[config.mk]
export PLATFORM = sky130hd
export DESIGN_NAME = pulse_stretch_tx_flat
export DESIGN_NICKNAME = d
export VERILOG_FILES = /design/src/rtl/pulse_stretch_tx_pkg.sv /design/src/rtl/pulse_stretch_tx_if.sv /design/src/rtl/sat_updown_counter.sv /design/src/rtl/pulse_stretch_tx.sv /design/src/flat_wrapper.sv
export SDC_FILE = /design/constraint.sdc
export NUM_CORES = 1
export LEC_CHECK = 0
export CAP_MARGIN = 15
export CORE_MARGIN = 2
export CORE_UTILIZATION = 45
export CTS_BUF_LIST = sky130_fd_sc_hd__clkbuf_16
export DETAILED_ROUTE_END_ITERATION = 8
export PLACE_DENSITY = 0.72
export RECOVER_POWER = 100
export SYNTH_ARGS = -nofsm -noshare
export SYNTH_HDL_FRONTEND = slang
export SYNTH_HIERARCHICAL = 1
export SYNTH_SLANG_ARGS = --single-unit
export TNS_END_PERCENT = 1
[constraint.sdc]
create_clock -name clk -period 1.5 [get_ports clk]
set_input_delay 0.225 -clock clk [delete_from_list [all_inputs] [get_ports clk]]
set_output_delay 0.225 -clock clk [all_outputs]
set_load 0.01 [all_outputs]
[src/rtl/pulse_stretch_tx_pkg.sv]
// Shared definitions for the strobe-link transmitter: FSM encoding, default phase widths
// (also used by the far-end receiver) and the queue counter width helper.
package pulse_stretch_tx_pkg;

  typedef enum logic [1:0] {
    StIdle    = 2'd0,
    StHigh    = 2'd1,
    StWaitAck = 2'd2,
    StLow     = 2'd3
  } state_e;

  localparam int unsigned DefHighCycles = 4;
  localparam int unsigned DefLowCycles  = 2;
  localparam int unsigned DefPendMax    = 3;

  // Width of a counter holding 0..max_val, never narrower than one bit.
  function automatic int unsigned cnt_width(int unsigned max_val);
    return (max_val == 0) ? 1 : $clog2(max_val + 1);
  endfunction

endpackage

[src/rtl/pulse_stretch_tx_if.sv]
// Strobe-link transmitter bus: request/acknowledge inputs and stretched-level status outputs.
interface pulse_stretch_tx_if
  import pulse_stretch_tx_pkg::*;
#(
  parameter int unsigned PEND_MAX = DefPendMax
) ();

  localparam int unsigned W = cnt_width(PEND_MAX);

  logic         trig;
  logic         ack;
  logic         out;
  logic         busy;
  logic         done;
  logic         overflow;
  logic [W-1:0] pend_cnt;

  modport master (
    input  trig,
    input  ack,
    output out,
    output busy,
    output done,
    output overflow,
    output pend_cnt
  );

  modport slave (
    output trig,
    output ack,
    input  out,
    input  busy,
    input  done,
    input  overflow,
    input  pend_cnt
  );

endinterface

[src/rtl/sat_updown_counter.sv]
// Saturating up/down counter for queued triggers; inc+dec together holds, inc at full
// is dropped and reported as a one-cycle overflow pulse.
module sat_updown_counter #(
  parameter int unsigned WIDTH = 2,
  parameter int unsigned MAX   = 3
) (
  input  logic             clk,
  input  logic             reset,
  input  logic             inc,
  input  logic             dec,
  output logic [WIDTH-1:0] count,
  output logic             full,
  output logic             overflow
);

  localparam logic [WIDTH-1:0] MaxVal = WIDTH'(MAX);

  logic [WIDTH-1:0] count_q, count_d;
  logic             overflow_q, overflow_d;

  assign full     = (count_q == MaxVal);
  assign count    = count_q;
  assign overflow = overflow_q;

  always_comb begin
    count_d    = count_q;
    overflow_d = 1'b0;
    if (inc && !dec) begin
      if (full) begin
        overflow_d = 1'b1;
      end else begin
        count_d = count_q + WIDTH'(1);
      end
    end else if (dec && !inc && (count_q != '0)) begin
      count_d = count_q - WIDTH'(1);
    end
  end

  always_ff @(posedge clk or posedge reset) begin
    if (reset) begin
      count_q    <= '0;
      overflow_q <= 1'b0;
    end else begin
      count_q    <= count_d;
      overflow_q <= overflow_d;
    end
  end

endmodule

[src/rtl/pulse_stretch_tx.sv]
// Strobe-link transmitter: stretches each trig into a high phase (optionally held until ack)
// followed by a guaranteed low gap, queueing triggers that arrive while busy.
module pulse_stretch_tx
  import pulse_stretch_tx_pkg::*;
#(
  parameter int unsigned HIGH_CYCLES = DefHighCycles,
  parameter int unsigned LOW_CYCLES  = DefLowCycles,
  parameter int unsigned PEND_MAX    = DefPendMax,
  parameter int unsigned USE_ACK     = 0
) (
  input logic                clk,
  input logic                reset,
  pulse_stretch_tx_if.master bus
);

  localparam int unsigned W        = cnt_width(PEND_MAX);
  localparam int unsigned PhaseMax = (HIGH_CYCLES > LOW_CYCLES) ? HIGH_CYCLES : LOW_CYCLES;
  localparam int unsigned CW       = (PhaseMax > 1) ? $clog2(PhaseMax) : 1;
  localparam logic [CW-1:0] HighLoad = CW'(HIGH_CYCLES - 1);
  localparam logic [CW-1:0] LowLoad  = CW'(LOW_CYCLES - 1);

  state_e          state_q, state_d;
  logic [CW-1:0]   cnt_q, cnt_d;
  logic            done_q, done_d;
  logic            cnt_zero;
  logic            q_inc, q_dec, q_full;
  logic [W-1:0]    pend;
  logic            unused_full;

  assign cnt_zero    = (cnt_q == '0);
  // A queued trigger is consumed on the last low cycle; an arriving trig there nets out.
  assign q_dec       = (state_q == StLow) && cnt_zero && (pend != '0);
  assign q_inc       = bus.trig && (state_q != StIdle);
  assign unused_full = q_full;

  sat_updown_counter #(
    .WIDTH (W),
    .MAX   (PEND_MAX)
  ) u_pend (
    .clk      (clk),
    .reset    (reset),
    .inc      (q_inc),
    .dec      (q_dec),
    .count    (pend),
    .full     (q_full),
    .overflow (bus.overflow)
  );

  always_comb begin
    state_d = state_q;
    cnt_d   = cnt_q;
    done_d  = 1'b0;
    unique case (state_q)
      StIdle: begin
        if (bus.trig) begin
          state_d = StHigh;
          cnt_d   = HighLoad;
        end
      end
      StHigh: begin
        if (!cnt_zero) begin
          cnt_d = cnt_q - CW'(1);
        end else if ((USE_ACK != 0) && !bus.ack) begin
          state_d = StWaitAck;
        end else begin
          state_d = StLow;
          cnt_d   = LowLoad;
          done_d  = 1'b1;
        end
      end
      StWaitAck: begin
        if (bus.ack) begin
          state_d = StLow;
          cnt_d   = LowLoad;
          done_d  = 1'b1;
        end
      end
      StLow: begin
        if (!cnt_zero) begin
          cnt_d = cnt_q - CW'(1);
        end else if (pend != '0) begin
          state_d = StHigh;
          cnt_d   = HighLoad;
        end else begin
          state_d = StIdle;
        end
      end
    endcase
  end

  always_ff @(posedge clk or posedge reset) begin
    if (reset) begin
      state_q <= StIdle;
      cnt_q   <= '0;
      done_q  <= 1'b0;
    end else begin
      state_q <= state_d;
      cnt_q   <= cnt_d;
      done_q  <= done_d;
    end
  end

  assign bus.out      = (state_q == StHigh) || (state_q == StWaitAck);
  assign bus.busy     = (state_q != StIdle);
  assign bus.done     = done_q;
  assign bus.pend_cnt = pend;

endmodule

[src/flat_wrapper.sv]
// flat-port wrapper written by rule: the top's interface ports become plain ports
module pulse_stretch_tx_flat import pulse_stretch_tx_pkg::*;
#(
  parameter int unsigned HIGH_CYCLES = DefHighCycles,
  parameter int unsigned LOW_CYCLES  = DefLowCycles,
  parameter int unsigned PEND_MAX    = DefPendMax,
  parameter int unsigned USE_ACK     = 0
)
  (clk, reset, bus_trig, bus_ack, bus_out, bus_busy, bus_done, bus_overflow, bus_pend_cnt);
  pulse_stretch_tx_if #(.PEND_MAX(PEND_MAX)) bus_i ();
  input logic clk;
  input logic reset;
  input wire logic [$bits(bus_i.trig)-1:0] bus_trig;
  input wire logic [$bits(bus_i.ack)-1:0] bus_ack;
  output wire logic [$bits(bus_i.out)-1:0] bus_out;
  output wire logic [$bits(bus_i.busy)-1:0] bus_busy;
  output wire logic [$bits(bus_i.done)-1:0] bus_done;
  output wire logic [$bits(bus_i.overflow)-1:0] bus_overflow;
  output wire logic [$bits(bus_i.pend_cnt)-1:0] bus_pend_cnt;
  assign bus_i.trig = bus_trig;
  assign bus_i.ack = bus_ack;
  assign bus_out = bus_i.out;
  assign bus_busy = bus_i.busy;
  assign bus_done = bus_i.done;
  assign bus_overflow = bus_i.overflow;
  assign bus_pend_cnt = bus_i.pend_cnt;
  pulse_stretch_tx #(.HIGH_CYCLES(HIGH_CYCLES), .LOW_CYCLES(LOW_CYCLES), .PEND_MAX(PEND_MAX), .USE_ACK(USE_ACK)) u_core (.clk(clk), .reset(reset), .bus(bus_i));
endmodule
==> results of run 1 <==
==> flip-flops by register name, indices dropped and copies added (netlist names) <==
signal / flops
u_core/bus.done: 1
u_core/cnt_q: 2
u_core/state_q: 2
u_core/u_pend/count: 2
u_core/u_pend/overflow: 1
==> repair_timing <==
item | 4_1_cts | 5_1_grt
endpoints found under the setup margin | 8 | 10
pin swaps | 2 | 1
endpoints found under the hold margin | 0 | 0
buffers inserted | 3 | 0
gates resized for setup | 13 | 11
==> power by group through the flow <==
stage / clock (W) / combinational (W) / sequential, W
floorplan: 0 / 0.000687 / 0.000423
global placement: 0 / 0.00125 / 0.000379
global route: 0.000478 / 0.00169 / 0.000372
finish: 0.000462 / 0.00156 / 0.000362
CTS: 0.000467 / 0.00147 / 0.000360
detailed placement: 0 / 0.00129 / 0.000387
==> kinds of logic after synthesis <==
| family | after synthesis | share of synthesized area |
|---|---|---|
| AND/OR/NAND/NOR | 15 | 0.160 |
| buffers and inverters | 11 | 0.0660 |
| flip-flops | 8 | 0.320 |
| XOR/XNOR | 1 | 0.0140 |
| adder cells (fa/ha/maj) | 10 | 0.200 |
| multiplexers | 5 | 0.0880 |
| AO/OA/AOI/OAI | 10 | 0.152 |
==> cells in the mapped netlist <==
library cell | count | area share
nand2_1 | 2 | 0.012
and2_2 | 1 | 0.012
nor2_1 | 3 | 0.018
mux2i_1 | 1 | 0.016
xor2_1 | 1 | 0.014
mux2_1 | 2 | 0.036
a2111oi_4 | 1 | 0.044
o221a_1 | 1 | 0.018
dfrtp_1 | 8 | 0.32
inv_2 | 1 | 0.0060
nor2b_1 | 3 | 0.030
o21ai_0 | 4 | 0.032
a21oi_1 | 1 | 0.0080
a41oi_1 | 1 | 0.014
nor3_1 | 1 | 0.0080
mux2_2 | 2 | 0.036
nor2b_4 | 2 | 0.044
nor2b_2 | 1 | 0.014
inv_1 | 10 | 0.060
nand3b_1 | 1 | 0.012
a311oi_2 | 1 | 0.024
and2_1 | 1 | 0.010
ha_1 | 10 | 0.20
a22oi_1 | 1 | 0.012
==> worst max-delay path: stages, from the launching register on <==
cell       delay, ns
dfrtp_2         0.40
buf_6           0.13
ha_4            0.15
nor2b_4         0.13
a2111oi_4       0.42
mux2_4          0.34
==> layout make-up <==
class	count	area, µm²	share of cell area
clock buffer	3	75.1	0.0742
multi-input combinational	41	449	0.444
tap	15	18.8	0.0185
timing repair buffer	27	223	0.220
sequential	8	201	0.199
clock inverter	1	3.75	0.00371
inverter	11	41.3	0.0408
==> per-layer routing <==
metal,share of wire,up-vias
met1,0.41,267
met3,0.043,4
met2,0.52,14
li1,-,261
met5,0,-
met4,0.025,0
==> per-stage QoR <==
stage	utilization	cells	hold WS [ns]
after floorplan	-	60	-0.0214
after global placement	0.662	99	0.427
after detailed placement	0.662	99	0.441
after CTS	0.762	106	0.204
after global routing	0.778	106	0.383
final	0.778	106	0.367
==> path summary, 6_finish.rpt <==
path                              startpoint                endpoint  slack, ns  cells after the start
setup / recovery           u_core/state_q[0]       u_core/state_q[1]      -0.18                      5
hold / removal                         reset  u_core/u_pend/count[0]       0.37                      2
setup reg to reg           u_core/state_q[0]       u_core/state_q[1]      -0.18                      5
hold reg to reg              u_core/cnt_q[1]         u_core/cnt_q[1]       0.60                      2
max in group asynchronous              reset       u_core/state_q[0]       0.92                      2
min in group clk             u_core/cnt_q[1]         u_core/cnt_q[1]       0.60                      2
==> impl_metrics.yaml, run 1 <==
global_routing:
  grt.total_usage: 0.253
  use_met1: 0.284
  top_usage_layer: "met2"
  grt_pass1_vias: 553
  antenna_found_initial: 0
  grt_overflow: 0
  grt_pass1_wl_um: 2570
  use_met2: 0.441
  grt_use_met3: 0.0761
  grt_start_max_net_pins: 7
sta:
  finalCriticalPeriod_ns: 1.68
  hold_violations: 0
  setup_violations: 6
  timing.final.crit_share: 1.12
  fin_worst_skew_ns: 0.00163
  relSlewSlack: 0.701
  finalSetupTns_ns: -0.670
  rsz0062_at_grt: "true"
  maxSlewViolCount: 0
  maxClockFrequency_mhz: 595
  worst_slew_pin_slew_ns: 0.447
  setup_ws_ns: -0.181
logic_synthesis:
  yosys_warnings: 6
  syn-cell-area_um2: 626
  synth_nets: 74
  syn_area_per_cell_um2: 10.4
  ys_seq_area_frac: 0.320
  postSynthCellCount: 60
  synth_seq_cells: 8
  synth.distinct_cells: 24
drt:
  ant_nets: 0
  via_per_inst: 5.15
  wirelength_um: 1670
  vias: 546
  first_pass_iters: 4
  drc: 0
  avgRoutedWirePerCell_um: 15.7
  detail_route.iter0.violations: 4
worst_setup_path:
  critPathMaxFanout: 5
  worstSetupStartpointType: "flop"
  end_kind: "flop"
  crit_type: "reg -> reg"
  worstPathArrival_ns: 1.80
  required_ns: 1.62
power:
  switching_share: 0.358
  pwr-share-comb: 0.654
  p_int_w: 0.00153
  fin_total_pwr_w: 0.00238
  power_density_nw_per_um2: 2350
  p_leak_nw: 0.477
  ir_drop_v: 0.00132
  pwr-share-seq: 0.152
  p_switching_w: 0.000853
  p_clk_frac: 0.194
placed_design:
  io_buffer_count: 9
  dpl.hpwl_um: 1140
  dp_worst_setup_slack_ns: -0.134
  postPlaceCellArea_um2: 861
  place.gp.congestion: 0.837
clock_tree:
  cts_root_buf: "clkbuf_16"
  clkTransAtPathRegs_ns: 0.04
  cts_sinks: 8
  postCtsHoldBufs: 0
  cts_tree: "built"
  cts_buffer_depth: 2
  htree_num_levels: 1
  cts_made_buffers: 3
  clk_latency_ns: 0.24
cells_and_area:
  drive_above_1_share: 0.484
  syn_to_final_growth_pct: 61.8
  stdcell_area_um2: 1010
  n_antenna_cell: 0
  final_common_cell: "buf_4"
  fillers: 84
  fin_nets: 106
  most-common-layout-cells: "buf_4, inv_1, dfrtp_1"
floorplanning:
  rows: 13
  core_um2: 1300
  start_util: 0.481
  pin_count: 10
  dieArea_um2: 1700
  die_y_um: 41.3
  fp.dieW_um: 41.3
run:
  cap_violations: 0
run_status:
  violations: "setup timing"
  status: "complete, but fails checks"
hold_path:
  min_path_type: "in -> async"
Note: power is estimated with default switching activity, not from simulation.
==> run 2, diff against run 1 <==
--- a/config.mk
+++ b/config.mk
@@ -6,9 +6,10 @@
 export NUM_CORES = 1
 export LEC_CHECK = 0
 export CAP_MARGIN = 15
-export CORE_MARGIN = 2
+export CORE_MARGIN = 5
 export CORE_UTILIZATION = 45
 export CTS_BUF_LIST = sky130_fd_sc_hd__clkbuf_16
+export CTS_CLUSTER_DIAMETER = 80
 export DETAILED_ROUTE_END_ITERATION = 8
 export PLACE_DENSITY = 0.72
 export RECOVER_POWER = 100
==> run 2 against run 1 <==
- sequential cell count stayed put
- die area rose by 31%
- sequential share of layout area up 0.63 points
- worst hold slack lost 0.026 ns
- combinational power fell by 11%
- the flow still finishes with violations (setup timing)
- core utilization is 2.4 points lower
- clock skew is 0.0052 ns higher
- via count down 4.0%
- design area shrank 3.1%
- global-route usage decreased by 10 points
- critical path depth unchanged
- clock power fell by 3%
==> impl_metrics.yaml, run 2 (synthesized netlist as in run 1, its figures left out) <==
run_status:
  status: "complete, but fails checks"
  violations: "setup timing"
worst_setup_path:
  required_ns: 1.61
  worstReg2RegStart: "u_core/state_q[1]"
  r2r_cells: 5
  worstSetupStartpointType: "flop"
  end_kind: "flop"
  crit_type: "reg -> reg"
  ff2ff_setup_slack_ns: -0.19
  reg2reg_to: "u_core/state_q[1]"
  worstPathArrival_ns: 1.79
  critPathMaxFanout: 3
global_routing:
  grt.total_usage: 0.149
  grt_overflow: 0
  grt_start_max_net_pins: 7
  grt_pass1_vias: 508
  antenna_found_initial: 0
  grt_pass1_wl_um: 2230
sta:
  fin_worst_skew_ns: 0.00679
  setup_ws_ns: -0.185
  hold_violations: 0
  rsz0062_at_grt: "true"
  maxClockFrequency_mhz: 593
  whs_ns: 0.341
  maxSlewViolCount: 0
  worst_slew_pin_slew_ns: 0.338
  relSlewSlack: 0.774
  finalCriticalPeriod_ns: 1.69
  finalSetupTns_ns: -0.651
  timing.final.crit_share: 1.12
  setup_violations: 5
cells_and_area:
  multi_input_area_um2: 420
  drive_above_1_share: 0.444
  final_common_cell: "buf_4"
  regArea_um2: 201
  n_antenna_cell: 0
  syn_to_final_growth_pct: 56.8
  fin_nets: 105
  fillers: 93
  most-common-layout-cells: "buf_4, inv_1, dfrtp_1"
power:
  switching_share: 0.343
  pwr-share-comb: 0.631
  p_clk_frac: 0.204
  ir_drop_v: 0.00112
  power_density_nw_per_um2: 2240
  pwr-share-seq: 0.166
  p_leak_nw: 0.459
  fin_total_pwr_w: 0.00220
  p_int_w: 0.00144
  p_switching_w: 0.000755
clock_tree:
  cts_root_buf: "clkbuf_16"
  htree_num_levels: 1
  postCtsHoldBufs: 0
  cts_made_buffers: 3
  cts_buffer_depth: 2
  cts_sinks: 8
  clkTransAtPathRegs_ns: 0.03
  cts_tree: "built"
  clk_latency_ns: 0.23
drt:
  first_pass_iters: 4
  drc: 0
  wirelength_um: 1400
  vias: 524
  avgRoutedWirePerCell_um: 13.3
  detail_route.iter0.violations: 6
  via_per_inst: 4.99
  ant_nets: 0
floorplanning:
  core_um2: 1300
  rows: 13
  die_y_um: 47.3
  pin_count: 10
  dieArea_um2: 2240
  fp.dieW_um: 47.3
  start_util: 0.481
placed_design:
  dp_worst_setup_slack_ns: -0.131
  place.gp.congestion: 0.747
  io_buffer_count: 9
  dpl.hpwl_um: 1040
run:
  cap_violations: 0
hold_path:
  min_path_type: "in -> async"
run 2: worst max-delay path, stage by stage, from the launching register on:
cell       delay (ns)
dfrtp_1          0.39
buf_6            0.14
ha_4             0.15
nor2b_4          0.13
a2111oi_4        0.39
mux2_1           0.35
run 2: what timing repair did:
item,CTS,global route
buffers inserted,2,0
pin swaps,1,1
hold endpoints to repair,0,0
setup endpoints to repair,8,10
gates resized for setup,10,2
run 2: worst max-delay path by stage:
stage                        end  slack [ns]              start
2_1_floorplan  u_core/state_q[0]       -0.06  u_core/state_q[1]
6_report       u_core/state_q[1]       -0.19  u_core/state_q[1]
5_1_grt        u_core/state_q[1]       -0.21  u_core/state_q[1]
3_3_place_gp     u_core/cnt_q[1]       -0.12           bus_trig
3_5_place_dp     u_core/cnt_q[0]       -0.13           bus_trig
4_1_cts        u_core/state_q[1]       -0.17  u_core/state_q[0]
run 2: cell type report:
class / instances / share of cell area
multi-input cells: 41 / 0.429
well taps: 15 / 0.0191
repair buffers: 26 / 0.224
flip-flops and latches: 8 / 0.205
clock buffers: 3 / 0.0765
inverters: 11 / 0.0421
clock inverters: 1 / 0.00383
run 2: stage by stage:
step / area, µm² / std cells / util
floorplan: 639 / 60 / -
detailed placement: 861 / 99 / 0.662
CTS: 977 / 105 / 0.751
global route: 981 / 105 / 0.754
global placement: 861 / 99 / 0.662
finish: 981 / 105 / 0.754
run 2: power groups by stage:
stage          registers, W  logic, W  clock network (W)
3_3_place_gp       0.000378   0.00126                  0
6_report           0.000364   0.00139           0.000448
5_1_grt            0.000374   0.00150           0.000471
4_1_cts            0.000368   0.00136           0.000459
3_5_place_dp       0.000385   0.00127                  0
2_1_floorplan      0.000423  0.000687                  0
run 2: per-layer routing:
layer	wire length [µm]	up-vias	track usage
li1	-	262	-
met1	584	246	0.176
met2	701	14	0.235
met3	98	2	0.0690
met4	16	0	0.0552
met5	0	-	0
